File: config.mk
export PLATFORM = sky130hd
export DESIGN_NAME = ext_bus_master_flat
export DESIGN_NICKNAME = d
export VERILOG_FILES = /design/src/rtl/ext_bus_pkg.sv /design/src/rtl/ext_bus_master_if.sv /design/src/rtl/ext_bus_addr_chk.sv /design/src/rtl/ext_bus_master.sv /design/src/flat_wrapper.sv
export SDC_FILE = /design/constraint.sdc
export NUM_CORES = 1
export LEC_CHECK = 0
export BUFFER_PORTS_ARGS = -buffer_cell sky130_fd_sc_hd__buf_2
export CAP_MARGIN = 15
export CORE_UTILIZATION = 42
export CTS_CLUSTER_SIZE = 28
export DETAILED_ROUTE_END_ITERATION = 10
export GPL_TIMING_DRIVEN = 0
export PLACE_DENSITY = 0.72
export SETUP_SLACK_MARGIN = 0.5
export SYNTH_ARGS = -nofsm -noshare
export SYNTH_HDL_FRONTEND = slang
export SYNTH_SLANG_ARGS = --single-unit
File: constraint.sdc
create_clock -name sys_clk -period 1.78 [get_ports sys_clk]
set_input_delay 0.356 -clock sys_clk [delete_from_list [all_inputs] [get_ports sys_clk]]
set_output_delay 0.356 -clock sys_clk [all_outputs]
set_load 0.02 [all_outputs]
File: src/rtl/ext_bus_pkg.sv
// ext_bus_pkg: shared state encoding, bus direction codes and default peripheral window
package ext_bus_pkg;
  typedef enum logic [1:0] {IDLE = 2'd0, ISSUE = 2'd1, WAIT = 2'd2, RESP = 2'd3} state_t;
  localparam logic [31:0] WIN_BASE_DEF = 32'hf000_0000;
  localparam logic [31:0] WIN_MASK_DEF = 32'hffff_ff00;
  localparam logic BUS_RD = 1'b0;
  localparam logic BUS_WR = 1'b1;
endpackage

File: src/rtl/ext_bus_master_if.sv
// ext_bus_master_if: request/response handshake plus external bus (op/rw/addr/data_w/data_r)
//   master: core-facing req_*/resp_* and bus-driving side of ext_bus_master
//   slave : the opposite view (requester + bus responder)
interface ext_bus_master_if #(
  parameter int ADDR_WIDTH = 32,
  parameter int DATA_WIDTH = 32
);
  logic                  req_valid;
  logic                  req_ready;
  logic                  req_rw;
  logic [ADDR_WIDTH-1:0] req_addr;
  logic [DATA_WIDTH-1:0] req_wdata;
  logic                  resp_valid;
  logic                  resp_ready;
  logic [DATA_WIDTH-1:0] resp_rdata;
  logic                  resp_err;
  logic                  op;
  logic                  rw;
  logic [ADDR_WIDTH-1:0] addr;
  logic [DATA_WIDTH-1:0] data_w;
  logic [DATA_WIDTH-1:0] data_r;
  modport master (
    input  req_valid, req_rw, req_addr, req_wdata, resp_ready, data_r,
    output req_ready, resp_valid, resp_rdata, resp_err, op, rw, addr, data_w
  );
  modport slave (
    output req_valid, req_rw, req_addr, req_wdata, resp_ready, data_r,
    input  req_ready, resp_valid, resp_rdata, resp_err, op, rw, addr, data_w
  );
endinterface

File: src/rtl/ext_bus_addr_chk.sv
// ext_bus_addr_chk: flags misaligned or out-of-window request addresses
//   addr: request byte address; err: 1 when the request must be rejected
module ext_bus_addr_chk
  import ext_bus_pkg::*;
#(
  parameter int                    ADDR_WIDTH = 32,
  parameter logic [ADDR_WIDTH-1:0] WIN_BASE   = WIN_BASE_DEF,
  parameter logic [ADDR_WIDTH-1:0] WIN_MASK   = WIN_MASK_DEF
) (
  input  logic [ADDR_WIDTH-1:0] addr,
  output logic                  err
);
  assign err = (|addr[1:0]) || ((addr & WIN_MASK) != WIN_BASE);
endmodule

File: src/rtl/ext_bus_master.sv
// ext_bus_master: single-outstanding initiator for the external peripheral bus
//   sys_clk/sys_rst_n: clock and asynchronous active-low reset
//   bus (master modport): req_* request handshake, resp_* one-entry response, op/rw/addr/data_w/data_r bus
module ext_bus_master
  import ext_bus_pkg::*;
#(
  parameter int                    ADDR_WIDTH = 32,
  parameter int                    DATA_WIDTH = 32,
  parameter logic [ADDR_WIDTH-1:0] WIN_BASE   = WIN_BASE_DEF,
  parameter logic [ADDR_WIDTH-1:0] WIN_MASK   = WIN_MASK_DEF,
  parameter int                    RD_WAIT    = 0
) (
  input logic               sys_clk,
  input logic               sys_rst_n,
  ext_bus_master_if.master  bus
);
  localparam logic [3:0] RD_WAIT_C = 4'(RD_WAIT);
  state_t                state, state_d;
  logic                  err, sample, op_q, rw_q, err_q;
  logic [3:0]            cnt;
  logic [ADDR_WIDTH-1:0] addr_q;
  logic [DATA_WIDTH-1:0] wdata_q, rdata_q;
  ext_bus_addr_chk #(
    .ADDR_WIDTH(ADDR_WIDTH),
    .WIN_BASE  (WIN_BASE),
    .WIN_MASK  (WIN_MASK)
  ) u_chk (
    .addr(bus.req_addr),
    .err (err)
  );
  always_comb begin
    state_d        = state;
    bus.req_ready  = state == IDLE;
    bus.resp_valid = state == RESP;
    case (state)
      IDLE:    state_d = bus.req_valid ? (err ? RESP : ISSUE) : IDLE;
      ISSUE:   state_d = (rw_q == BUS_WR || RD_WAIT_C == 4'd0) ? RESP : WAIT;
      WAIT:    state_d = cnt == 4'd1 ? RESP : WAIT;
      default: state_d = bus.resp_ready ? IDLE : RESP;
    endcase
  end
  // data_r is captured on the last posedge of the op window
  assign sample = (state == ISSUE && rw_q == BUS_RD && RD_WAIT_C == 4'd0) ||
                  (state == WAIT && cnt == 4'd1);
  always_ff @(posedge sys_clk or negedge sys_rst_n) begin
    if (!sys_rst_n) begin
      state   <= IDLE;
      op_q    <= 1'b0;
      rw_q    <= 1'b0;
      addr_q  <= '0;
      wdata_q <= '0;
      rdata_q <= '0;
      err_q   <= 1'b0;
      cnt     <= '0;
    end else begin
      state <= state_d;
      // op is registered so it is glitch-free and still clears asynchronously on reset
      op_q  <= state_d == ISSUE || state_d == WAIT;
      if (state == IDLE && bus.req_valid) begin
        rw_q    <= bus.req_rw;
        addr_q  <= bus.req_addr;
        wdata_q <= bus.req_rw == BUS_WR ? bus.req_wdata : '0;
        err_q   <= err;
        rdata_q <= '0;
      end
      if (sample) rdata_q <= bus.data_r;
      cnt <= (state == ISSUE && rw_q == BUS_RD) ? RD_WAIT_C :
             state == WAIT ? cnt - 4'd1 : cnt;
    end
  end
  assign bus.op         = op_q;
  assign bus.rw         = rw_q;
  assign bus.addr       = addr_q;
  assign bus.data_w     = wdata_q;
  assign bus.resp_rdata = rdata_q;
  assign bus.resp_err   = err_q;
endmodule
File: src/flat_wrapper.sv
// flat-port wrapper written by rule: the top's interface ports become plain ports
module ext_bus_master_flat import ext_bus_pkg::*;
#(
  parameter int                    ADDR_WIDTH = 32,
  parameter int                    DATA_WIDTH = 32,
  parameter logic [ADDR_WIDTH-1:0] WIN_BASE   = WIN_BASE_DEF,
  parameter logic [ADDR_WIDTH-1:0] WIN_MASK   = WIN_MASK_DEF,
  parameter int                    RD_WAIT    = 0
)
  (sys_clk, sys_rst_n, bus_req_valid, bus_req_rw, bus_req_addr, bus_req_wdata, bus_resp_ready, bus_data_r, bus_req_ready, bus_resp_valid, bus_resp_rdata, bus_resp_err, bus_op, bus_rw, bus_addr, bus_data_w);
  ext_bus_master_if #(.ADDR_WIDTH(ADDR_WIDTH), .DATA_WIDTH(DATA_WIDTH)) bus_i ();
  input logic sys_clk;
  input logic sys_rst_n;
  input wire logic [$bits(bus_i.req_valid)-1:0] bus_req_valid;
  input wire logic [$bits(bus_i.req_rw)-1:0] bus_req_rw;
  input wire logic [$bits(bus_i.req_addr)-1:0] bus_req_addr;
  input wire logic [$bits(bus_i.req_wdata)-1:0] bus_req_wdata;
  input wire logic [$bits(bus_i.resp_ready)-1:0] bus_resp_ready;
  input wire logic [$bits(bus_i.data_r)-1:0] bus_data_r;
  output wire logic [$bits(bus_i.req_ready)-1:0] bus_req_ready;
  output wire logic [$bits(bus_i.resp_valid)-1:0] bus_resp_valid;
  output wire logic [$bits(bus_i.resp_rdata)-1:0] bus_resp_rdata;
  output wire logic [$bits(bus_i.resp_err)-1:0] bus_resp_err;
  output wire logic [$bits(bus_i.op)-1:0] bus_op;
  output wire logic [$bits(bus_i.rw)-1:0] bus_rw;
  output wire logic [$bits(bus_i.addr)-1:0] bus_addr;
  output wire logic [$bits(bus_i.data_w)-1:0] bus_data_w;
  assign bus_i.req_valid = bus_req_valid;
  assign bus_i.req_rw = bus_req_rw;
  assign bus_i.req_addr = bus_req_addr;
  assign bus_i.req_wdata = bus_req_wdata;
  assign bus_i.resp_ready = bus_resp_ready;
  assign bus_i.data_r = bus_data_r;
  assign bus_req_ready = bus_i.req_ready;
  assign bus_resp_valid = bus_i.resp_valid;
  assign bus_resp_rdata = bus_i.resp_rdata;
  assign bus_resp_err = bus_i.resp_err;
  assign bus_op = bus_i.op;
  assign bus_rw = bus_i.rw;
  assign bus_addr = bus_i.addr;
  assign bus_data_w = bus_i.data_w;
  ext_bus_master #(.ADDR_WIDTH(ADDR_WIDTH), .DATA_WIDTH(DATA_WIDTH), .WIN_BASE(WIN_BASE), .WIN_MASK(WIN_MASK), .RD_WAIT(RD_WAIT)) u_core (.sys_clk(sys_clk), .sys_rst_n(sys_rst_n), .bus(bus_i));
endmodule
==> reports/metrics.csv, run 1 <==
stage,metric,value,unit
run_status,status,"finished, violations left",
run_status,violations,hold timing,
power_and_ir_drop,p_clk_share,10.2,%
place,dp_hpwl,8.44,mm
synth,yosys_warnings,0,
grt,overflow,0,
place,gp_congestion,0.774,
critical_path,path_cells,inv_1 -> ha_1 -> and4bb_2 -> or2_4 -> buf_8 -> clkbuf_16 -> nand2_1 -> nand2_1,
sta,setup_violations,0,
critical_path,ff2ff_setup_slack,110,ps
floorplanning,io_pins,202,
sta,worstMarginPinSlew,748,ps
synth,netlist.top_cell.by_area,dfrtp_1,
route,drc_errors,0,
grt,track_usage,25.2,%
critical_path,critPathArrivalTime,1950,ps
power_and_ir_drop,total_leakage_power,4.14,nW
synth,netlist_area,4250,um2
final_layout,drive_gt1_share,56.6,%
power_and_ir_drop,ir_drop,1.02,mV
sta,max_freq,597,MHz
final_layout,area.growth.synth_to_final,81.6,%
synth,postSynth.asyncResetShare,100,%
synth,synth_top_area_share,61.9,%
route,wl_per_cell,15.8,um
grt,antenna_found_initial,0,
sta,final_max_slew_viol_count,0,
grt,globalRoute.busiestLayer,met2,
job,maxCapViolCount,0,
grt,grt_pass1_wl,20.1,mm
critical_path,cp_slowest_stage_delay,390,ps
power_and_ir_drop,total_power,13.4,mW
clock_tree,cts_tree,done,
synth,yosysMostFrequentCell,nand2_1,
sta,maxSlewHeadroom,50.1,%
synth,synth_flop_cell,dfrtp_1,
clock_tree,cts_root_buf,clkbuf_8,
power_and_ir_drop,p_int,8.03,mW
final_layout,fin_area,7710,um2
sta,period_share,94.1,%
sta,rsz0062_at_grt,true,
floorplanning,die_area,10500,um2
critical_path,cp-start-kind,flop,
synth,synth_commonest_cells,"nand2_1, dfrtp_1, nand3_1",
critical_path,endpoint_kind,flop,
final_layout,fill_cells,605,
sta,holdWs,-17.2,ps
critical_path,slowest_stage,dfrtp_1,
synth,yosysUniqueCellTypes,29,
route,ant_nets,0,
route,avgViaCountPerCell,4.89,
power_and_ir_drop,swShare,40.3,%
route,routed_wl,14.0,mm
clock_tree,clk_latency,380,ps
critical_path,reg2reg_depth,8,
grt,use_met2,43.5,%
clock_tree,cts_num_sinks,105,
synth,netlist_top_cells_area,"dfrtp_1, nand2_1, nand3_1",
hold_path,hp-class,primary input to async pin,
critical_path,r2r_end,u_core.bus.resp_rdata[24]$_DFFE_PN0P_,
power_and_ir_drop,pwr-share-seq,31.3,%
place,dp_cells,805,
floorplanning,die_w,103,um
critical_path,critPathKind,flop to flop,
critical_path,critPathRequiredTime,2060,ps
final_layout,utilization,78.9,%
final_layout,nNetsFinal,858,
floorplanning,coreArea,9770,um2
final_layout,stdcell_count,888,
synth,synth-edff-count,0,
synth,yosysSeqAreaShare,61.9,%
critical_path,cpMostUsedCell,nand2_1,
sta,final-hold-violation-count,17,
power_and_ir_drop,p_sw,5.42,mW
synth,syn-num-nets,578,
place,io_buffers,200,
power_and_ir_drop,p_comb_share,58.5,%
grt,grt_pass1_vias,4248,
critical_path,reg2reg_from,u_core.cnt[1]$_DFFE_PN0P_,
synth,ys_ff_latch,105,
grt,use_met1,29.8,%
synth,syn_avg_cell_area,9.01,um2
final_layout,diodes,0,
critical_path,crit_fanout,5,
power_and_ir_drop,power.density,1740,nW/um2
grt,use_met3,6.92,%
synth,postSynthCellCount,471,
floorplanning,dieHeight,103,um
sta,finalCriticalPeriod,1670,ps
clock_tree,cts_buffers,9,
clock_tree,htree_num_levels,3,
clock_tree,cts.clk_slew.worst_paths,100,ps
floorplanning,start_util,43.4,%
route,drt-pass1-iter-count,4,
clock_tree,clk_path_buf_depth,2,
place,post_dp_cell_area,5810,um2
sta,tns,0,ps
floorplanning,rows,36,
route,drt_iter0_markers,151,
grt,grt_start_max_net_pins,59,
sta,fin_skew,11.4,ps
route,vias,4345,
[critical path: cells and delay by family, from the launching register on]
kind	cells	cell delay (ps)
adders and majority gates	1	180
buffers and inverters	3	370
DFF	1	390
and+or+nand+nor	4	630
[state kept, by name, summed over array words and instances (netlist names)]
| signal | flops |
|---|---|
| u_core.bus.data_w | 32 |
| u_core.bus.op | 1 |
| u_core.state | 2 |
| u_core.bus.addr | 32 |
| u_core.cnt | 4 |
| u_core.bus.rw | 1 |
| u_core.bus.resp_rdata | 32 |
| u_core.bus.resp_err | 1 |
[kinds of logic (layout without fill, tap and decap cells)]
kind of cell             after synthesis  count (layout)  synth area share (%)
AO/OA/AOI/OAI                          7               7                  1.15
XOR/XNOR                               3               3                 0.619
buffers and inverters                 34             318                  3.09
multiplexers                           1               1                 0.236
adder cells (fa/ha/maj)                6               6                  1.77
AND/OR/NAND/NOR                      315             315                  31.2
flip-flops                           105             105                  61.9
[worst max path at each step]
stage,cells past startpoint,slack [ps],from,endpoint
2_1_floorplan,8,250,u_core.state[0]$_DFF_PN0_,u_core.bus.resp_rdata[10]$_DFFE_PN0P_
3_3_place_gp,1,-780,sys_rst_n,u_core.bus.addr[10]$_DFFE_PN0P_
3_5_place_dp,5,-40,bus_req_addr[13],u_core.bus.op$_DFF_PN0_
4_1_cts,8,140,u_core.state[0]$_DFF_PN0_,u_core.bus.resp_rdata[5]$_DFFE_PN0P_
5_1_grt,8,40,u_core.cnt[1]$_DFFE_PN0P_,u_core.bus.resp_rdata[24]$_DFFE_PN0P_
6_report,8,110,u_core.cnt[1]$_DFFE_PN0P_,u_core.bus.resp_rdata[24]$_DFFE_PN0P_
[area by class of cell]
cell class | instances | area (um2) | share of cell area, %
Buffer | 29 | 345 | 4.48
Clock buffer | 11 | 151 | 1.96
Clock inverter | 4 | 28.8 | 0.373
Inverter | 5 | 18.8 | 0.243
Multi-Input combinational cell | 332 | 2030 | 26.4
Sequential cell | 105 | 2630 | 34.1
Tap cell | 133 | 166 | 2.16
Timing Repair Buffer | 269 | 2340 | 30.3
[layout by cell type, fill, tap and decap left out, drive strengths merged, types with 2 or more instances in the layout]
cell      instances
nand2           229
nor4              3
xnor2             2
clkinv            2
nand4             2
inv               5
dfrtp           105
nand3            64
ha                6
nor2              7
clkbuf           34
nor2b             2
or4               2
buf             274
clkinvlp          2
nor4b             2
[metrics by stage]
step / hold slack (ps) / setup slack (ps)
4_1_cts: -11.8 / 138
3_5_place_dp: 414 / -37.5
2_1_floorplan: 60.4 / 248
3_3_place_gp: 453 / -781
6_report: -17.2 / 105
5_1_grt: 8.36 / 36.9
[power groups by stage]
stage | Combinational, mW | Sequential (mW) | Clock (mW)
floorplan | 2.08 | 5.16 | 0
global placement | 4.85 | 3.95 | 0
detailed placement | 5.00 | 3.99 | 0
CTS | 6.93 | 4.15 | 1.41
global route | 8.40 | 4.29 | 1.50
finish | 7.86 | 4.21 | 1.37
[layer usage]
layer / part of all wire (%) / wire (um) / vias up
met5: 0 / 0 / -
met4: 2.1 / 289 / 0
met3: 5.9 / 826 / 29
met1: 40 / 5600 / 2096
li1: - / - / 2059
met2: 52 / 7290 / 161
[timing repair]
item	CTS	global route
hold buffers	1	0
gates resized for setup	251	85
endpoints found under the setup margin	195	203
setup buffers	31	28
hold endpoints to repair	3	0
pin swaps	5	8
gates cloned	7	1
Note: power is estimated with default switching activity, not from simulation.
==> run 2: changes to the inputs <==
- CORE_UTILIZATION: 42 -> 30
- PLACE_DENSITY: 0.72 -> 0.54
- RECOVER_POWER: default -> 50
==> run 2 against run 1 <==
Net effect:
- the run now ends clean
- register-to-register slack improved by 30 ps
- critical path depth unchanged
- final cell count increased by 2.1%
- via count decreased by 6.0%
- count of clock-buffer cells in the layout increased by 2
- routed wire length decreased by 8.5%
- total power decreased by 8.5%
- sequential cell count unchanged
- die area increased by 39%
- sequential share of layout area increased by 3.1 points
- clock skew decreased by 7.5 ps
- largest power group unchanged
- highest routed layer unchanged
==> reports/metrics.csv, run 2 (synthesized netlist as in run 1, its figures left out) <==
stage,metric,value,unit,change
sta,max_freq,608,MHz,+1.8%
critical_path,critPathRequiredTime,2020,ps,-40 ps
final_layout,final_cell_mix,"nand2_1, buf_2, dfrtp_1, clkbuf_1, nand2_2",,
final_layout,area.growth.synth_to_final,66.3,%,
final_layout,fill_cells,1298,,+110%
critical_path,critPathLaunch,u_core.state[1]$_DFF_PN0_,,
power_and_ir_drop,total_leakage_power,3.78,nW,-8.7%
route,drt_iter0_markers,175,,+16%
floorplanning,die_w,121,um,+18%
job,maxCapViolCount,0,,unchanged
floorplanning,coreArea,13800,um2,+41%
clock_tree,cts_root_buf,clkbuf_16,,
clock_tree,cts.clk_slew.worst_paths,70,ps,-30 ps
sta,setup_ws,135,ps,+30.0 ps
clock_tree,cts-hold-fix-buffers,0,,-1
final_layout,diodes,0,,unchanged
clock_tree,cts_buffers,9,,unchanged
final_layout,layout_commonest_cell,nand2_1,,
clock_tree,clk_latency,350,ps,-30 ps
route,vias,4084,,-6.0%
critical_path,crit_fanout,10,,+5
sta,setup_violations,0,,unchanged
critical_path,crit_family,simple AND/OR/NAND/NOR gates,,
power_and_ir_drop,p_int,7.26,mW,-9.6%
critical_path,critPathArrivalTime,1880,ps,-70 ps
power_and_ir_drop,pwr-share-seq,32.6,%,+1.3 points
clock_tree,cts_tree,done,,
critical_path,path_buf_inv,3,,unchanged
clock_tree,clk_path_buf_depth,2,,unchanged
place,post_dp_cell_area,5860,um2,+1.0%
final_layout,fin_area,7060,um2,-8.5%
run_status,status,finished clean,,
floorplanning,dieHeight,121,um,+18%
sta,period_share,92.4,%,-1.7 points
grt,grt_pass1_vias,3979,,-6.3%
place,dp_hpwl,8.84,mm,+4.8%
place,dp_slack,-71.8,ps,-34.3 ps
critical_path,slowest_stage,dfrtp_1,,
power_and_ir_drop,swShare,41.0,%,+0.67 points
power_and_ir_drop,ir_drop,0.811,mV,-21%
power_and_ir_drop,power.density,1740,nW/um2,about the same
critical_path,path_cells,inv_2 -> ha_1 -> nor2b_4 -> or2_1 -> buf_8 -> buf_8 -> nand2_1 -> nand2_1,,
grt,overflow,0,,unchanged
critical_path,critPathKind,flop to flop,,
hold_path,hp-class,primary input to async pin,,
final_layout,drive_gt1_share,46.4,%,-10 points
clock_tree,cts_num_sinks,105,,unchanged
sta,rsz0062_at_grt,true,,
critical_path,cp_slowest_stage_delay,430,ps,+40 ps
sta,maxSlewHeadroom,26.4,%,-24 points
final_layout,nNetsFinal,830,,-3.3%
sta,fin_skew,3.92,ps,-7.52 ps
critical_path,cp-start-kind,flop,,
place,io_buffers,200,,unchanged
floorplanning,rows,43,,+19%
power_and_ir_drop,p_comb_share,50.9,%,-7.6 points
sta,worstMarginPinSlew,1100,ps,+357 ps
floorplanning,die_area,14600,um2,+39%
route,drc_errors,0,,unchanged
route,drt-pass1-iter-count,4,,unchanged
route,ant_nets,0,,unchanged
grt,track_usage,17.6,%,-7.6 points
power_and_ir_drop,p_sw,5.04,mW,-7.0%
sta,finalCriticalPeriod,1640,ps,-30.0 ps
power_and_ir_drop,p_clk_share,16.5,%,+6.3 points
grt,grt_pass1_wl,20.1,mm,about the same
grt,antenna_found_initial,0,,unchanged
floorplanning,start_util,30.7,%,-13 points
floorplanning,io_pins,202,,unchanged
route,avgViaCountPerCell,4.50,,-8.0%
clock_tree,htree_num_levels,3,,unchanged
critical_path,reg2reg_from,u_core.state[1]$_DFF_PN0_,,
route,wl_per_cell,14.1,um,-10%
sta,final-hold-violation-count,0,,-17
grt,grt_start_max_net_pins,64,,+8.5%
critical_path,endpoint_kind,flop,,
sta,final_max_slew_viol_count,0,,unchanged
route,routed_wl,12.8,mm,-8.5%
place,gp_congestion,0.757,,-2.1%
-- run 2: cell count changes in the layout (fill, tap and decap cells not counted), sizes merged --
cell,before,now
clkinvlp,2,1
clkinv,2,0
buf,274,197
dlygate4sd3,1,0
clkbuf,34,86
bufinv,0,1
-- run 2: layout make-up --
cell class                      count  area (um2)  share of cell area (%)
Sequential cell                   105        2630                    37.2
Multi-Input combinational cell    332        2010                    28.5
Timing Repair Buffer              241        1530                    21.6
Buffer                             29         348                    4.93
Clock buffer                       13         260                    3.69
Tap cell                          180         225                    3.19
Clock inverter                      2        37.5                   0.532
Inverter                            5        18.8                   0.266
-- run 2: power by group through the flow --
stage                     Clock [mW]  Combinational, mW  Sequential (mW)
after floorplan                    0               2.08             5.16
after global routing            2.18               6.83             4.12
after detailed placement           0               5.03             4.00
after CTS                       2.11               5.71             3.97
after global placement             0               4.92             3.96
final                           2.02               6.26             4.01
-- run 2: what timing repair did --
action	in CTS	in global routing
pin swaps	6	9
resized for setup	71	132
cloned	7	0
setup endpoints to repair	106	153
setup buffers	9	24
-- run 2: routing by layer --
metal	GRT usage [%]	vias up	part of all wire, %
li1	-	2001	-
met1	23.4	1937	44
met2	27.9	132	48
met3	3.71	14	6.5
met4	7.10	0	1.6
met5	0	-	0
-- run 2: worst reg2reg max path, stage by stage (launching register included) --
cell and delay [ps]:
dfrtp_1 430, inv_2 80, ha_1 230, nor2b_4 170, or2_1 240, buf_8 140, buf_8 140, nand2_1 60
nand2_1 50
-- run 2: metrics by stage --
| stage | power [mW] | hold WS (ps) | std cells | setup TNS (ps) | util (%) |
|---|---|---|---|---|---|
| floorplan | 7.25 | 60.4 | 471 | 0 | - |
| global placement | 8.89 | 452 | 851 | -92880 | 42.2 |
| detailed placement | 9.03 | 392 | 852 | -1580 | 42.4 |
| CTS | 11.8 | 9.77 | 883 | 0 | 48.1 |
| global route | 13.1 | 190 | 907 | 0 | 51.0 |
| finish | 12.3 | 196 | 907 | 0 | 51.0 |
-- run 2: path summary, 6_finish.rpt --
kind | end | slack, ps | cells past startpoint
setup / recovery | u_core.bus.resp_rdata[15]$_DFFE_PN0P_ | 140 | 8
hold / removal | u_core.bus.data_w[21]$_DFFE_PN0P_ | 200 | 1
setup reg to reg | u_core.bus.resp_rdata[15]$_DFFE_PN0P_ | 140 | 8
hold reg to reg | u_core.bus.data_w[5]$_DFFE_PN0P_ | 470 | 2
max in group asynchronous | u_core.bus.data_w[6]$_DFFE_PN0P_ | 430 | 2
min in group sys_clk | u_core.bus.resp_rdata[20]$_DFFE_PN0P_ | 200 | 3
==> run 3: changes to the inputs <==
- CORE_UTILIZATION: 30 -> 35
- PLACE_DENSITY: 0.54 -> 0.62
==> run 3 against run 2 <==
Net effect:
- the flow now finishes with violations (DRC)
- critical endpoint is now u_core.bus.resp_rdata[4]$_DFFE_PN0P_
- largest power group unchanged
- worst setup slack improved by 19 ps
- combinational power shrank 3.4%
- hold slack better by 1.1 ps
==> reports/metrics.csv, run 3 (synthesized netlist as in run 1, its figures left out) <==
stage,metric,value,unit,change
route,drt_iter0_markers,212,,+21%
route,drc_errors,15,,+15
clock_tree,cts_num_sinks,105,,unchanged
final_layout,layout_commonest_cell,nand2_1,,
final_layout,diodes,0,,unchanged
sta,tns,0,ps,unchanged
sta,setup_ws,155,ps,+19.3 ps
critical_path,reg2reg_from,u_core.state[0]$_DFF_PN0_,,
route,wl_per_cell,14.5,um,+2.7%
critical_path,r2r_end,u_core.bus.resp_rdata[4]$_DFFE_PN0P_,,
critical_path,critPathKind,flop to flop,,
clock_tree,cts_tree,done,,
final_layout,area.growth.synth_to_final,63.3,%,
sta,setup_violations,0,,unchanged
hold_path,min_path_cells,3,,
sta,fin_skew,6.10,ps,+2.18 ps
sta,period_share,91.3,%,-1.1 points
grt,track_usage,20.0,%,+2.4 points
grt,overflow,0,,unchanged
final_layout,drive_gt1_share,46.4,%,about the same
grt,antenna_found_initial,0,,unchanged
place,dp_cells,815,,-4.3%
clock_tree,clk_latency,350,ps,about the same
run_status,status,"finished, violations left",,
sta,finalCriticalPeriod,1630,ps,-19.3 ps
final_layout,stdcell_count,863,,-4.9%
grt,grt_pass1_vias,4135,,+3.9%
sta,final-hold-violation-count,0,,unchanged
critical_path,endpoint_kind,flop,,
route,routed_wl,12.5,mm,-2.2%
clock_tree,cts_root_buf,clkbuf_16,,
floorplanning,dieHeight,112,um,-7.3%
run_status,violations,DRC,,
critical_path,crit_fanout,10,,unchanged
place,dp_slack,-79.2,ps,-7.45 ps
floorplanning,start_util,36.6,%,+5.9 points
power_and_ir_drop,power.density,1750,nW/um2,+0.65%
sta,final_max_slew_viol_count,0,,unchanged
floorplanning,coreArea,11600,um2,-16%
power_and_ir_drop,ir_drop,0.840,mV,+3.6%
floorplanning,die_area,12600,um2,-14%
critical_path,critPathArrivalTime,1860,ps,-20 ps
floorplanning,die_w,112,um,-7.3%
final_layout,nNetsFinal,824,,-0.72%
route,ant_nets,0,,unchanged
hold_path,holdPathEnd,u_core.bus.resp_rdata[11]$_DFFE_PN0P_,,
place,io_buffers,200,,unchanged
route,vias,4101,,+0.42%
final_layout,fin_area,6930,um2,-1.8%
sta,maxSlewHeadroom,2.71,%,-24 points
clock_tree,htree_num_levels,3,,unchanged
sta,rsz0062_at_grt,true,,
place,post_dp_cell_area,5820,um2,-0.79%
sta,holdWs,197,ps,+1.13 ps
place,gp_congestion,0.789,,+4.3%
floorplanning,rows,39,,-9.3%
job,maxCapViolCount,0,,unchanged
clock_tree,cts-hold-fix-buffers,0,,unchanged
hold_path,hp-class,primary input to flop,,
clock_tree,cts_buffers,9,,unchanged
sta,max_freq,615,MHz,+1.2%
grt,grt_start_max_net_pins,56,,-13%
critical_path,cp-start-kind,flop,,
critical_path,reg2reg_depth,8,,unchanged
critical_path,ff2ff_setup_slack,150,ps,+20 ps
route,drt-pass1-iter-count,8,,+4
power_and_ir_drop,total_leakage_power,3.74,nW,-1.0%
grt,grt_pass1_wl,19.7,mm,-1.6%
hold_path,min-delay-start,bus_data_r[11],,
place,dp_hpwl,8.47,mm,-4.2%
final_layout,final_cell_mix,"nand2_1, buf_2, dfrtp_1, clkbuf_1, nand2_2",,
floorplanning,io_pins,202,,unchanged
critical_path,critPathRequiredTime,2010,ps,about the same
route,avgViaCountPerCell,4.75,,+5.5%
final_layout,fill_cells,1047,,-19%
clock_tree,clk_path_buf_depth,2,,unchanged
clock_tree,cts.clk_slew.worst_paths,70,ps,about the same
sta,worstMarginPinSlew,1460,ps,+355 ps
run 3: cell types whose count changed in the layout (fill, tap and decap cells not counted), moves of 3 or more:
| cell | before | now |
|---|---|---|
| dfrtp_1 | 105 | 102 |
| nand3_2 | 28 | 31 |
| buf_2 | 130 | 134 |
| buf_6 | 19 | 14 |
| buf_4 | 35 | 28 |
| dfrtp_2 | 0 | 3 |
| nand3_4 | 4 | 1 |
run 3: layout make-up:
cell class / instances / area [um2] / share of cell area (%)
Sequential cell: 105 / 2630 / 38.0
Buffer: 29 / 345 / 4.98
Inverter: 5 / 21.3 / 0.307
Clock inverter: 4 / 70.1 / 1.01
Multi-Input combinational cell: 332 / 1990 / 28.6
Tap cell: 143 / 179 / 2.58
Clock buffer: 10 / 229 / 3.30
Timing Repair Buffer: 235 / 1470 / 21.2
run 3: worst max-delay path by stage:
stage | depth (start not counted) | startpoint | end | slack, ps
2_1_floorplan | 8 | u_core.state[0]$_DFF_PN0_ | u_core.bus.resp_rdata[10]$_DFFE_PN0P_ | 250
4_1_cts | 8 | u_core.state[0]$_DFF_PN0_ | u_core.bus.resp_rdata[7]$_DFFE_PN0P_ | 120
3_5_place_dp | 7 | u_core.state[0]$_DFF_PN0_ | u_core.bus.resp_rdata[24]$_DFFE_PN0P_ | -80
6_report | 8 | u_core.state[0]$_DFF_PN0_ | u_core.bus.resp_rdata[4]$_DFFE_PN0P_ | 150
3_3_place_gp | 1 | sys_rst_n | u_core.bus.addr[12]$_DFFE_PN0P_ | -840
5_1_grt | 8 | u_core.state[1]$_DFF_PN0_ | u_core.bus.resp_rdata[7]$_DFFE_PN0P_ | 60
run 3: timing repair:
action | 4_1_cts | 5_1_grt
setup buffers | 9 | 18
pin swaps | 6 | 11
resized for setup | 56 | 130
endpoints found under the setup margin | 106 | 139
cloned | 7 | 0
run 3: where the power goes:
part | switching [mW] | internal, mW | leakage (nW)
registers | 0.599 | 3.43 | 1.34
logic | 3.53 | 2.52 | 2.26
clock network | 0.860 | 1.21 | 0.148
total | 4.99 | 7.16 | 3.74
run 3: layer usage:
| metal | track usage (%) | wire [um] | up-vias |
|---|---|---|---|
| met1 | 25.0 | 5260 | 1938 |
| li1 | - | - | 1988 |
| met5 | 0 | 0 | - |
| met4 | 9.51 | 391 | 0 |
| met3 | 4.75 | 846 | 28 |
| met2 | 32.8 | 6030 | 147 |
run 3: worst max-delay path: stages (launching register included):
cell	delay (ps)
dfrtp_2	400
inv_4	60
ha_4	150
and4bb_2	260
or2_1	260
buf_8	150
buf_8	130
nand2_1	50
nand2_1	50
run 3: per-stage QoR:
stage	utilization [%]	total power, mW
finish	59.7	12.2
global route	59.7	13.0
CTS	56.4	11.7
detailed placement	50.1	9.00
global placement	49.8	8.85
floorplan	-	7.25
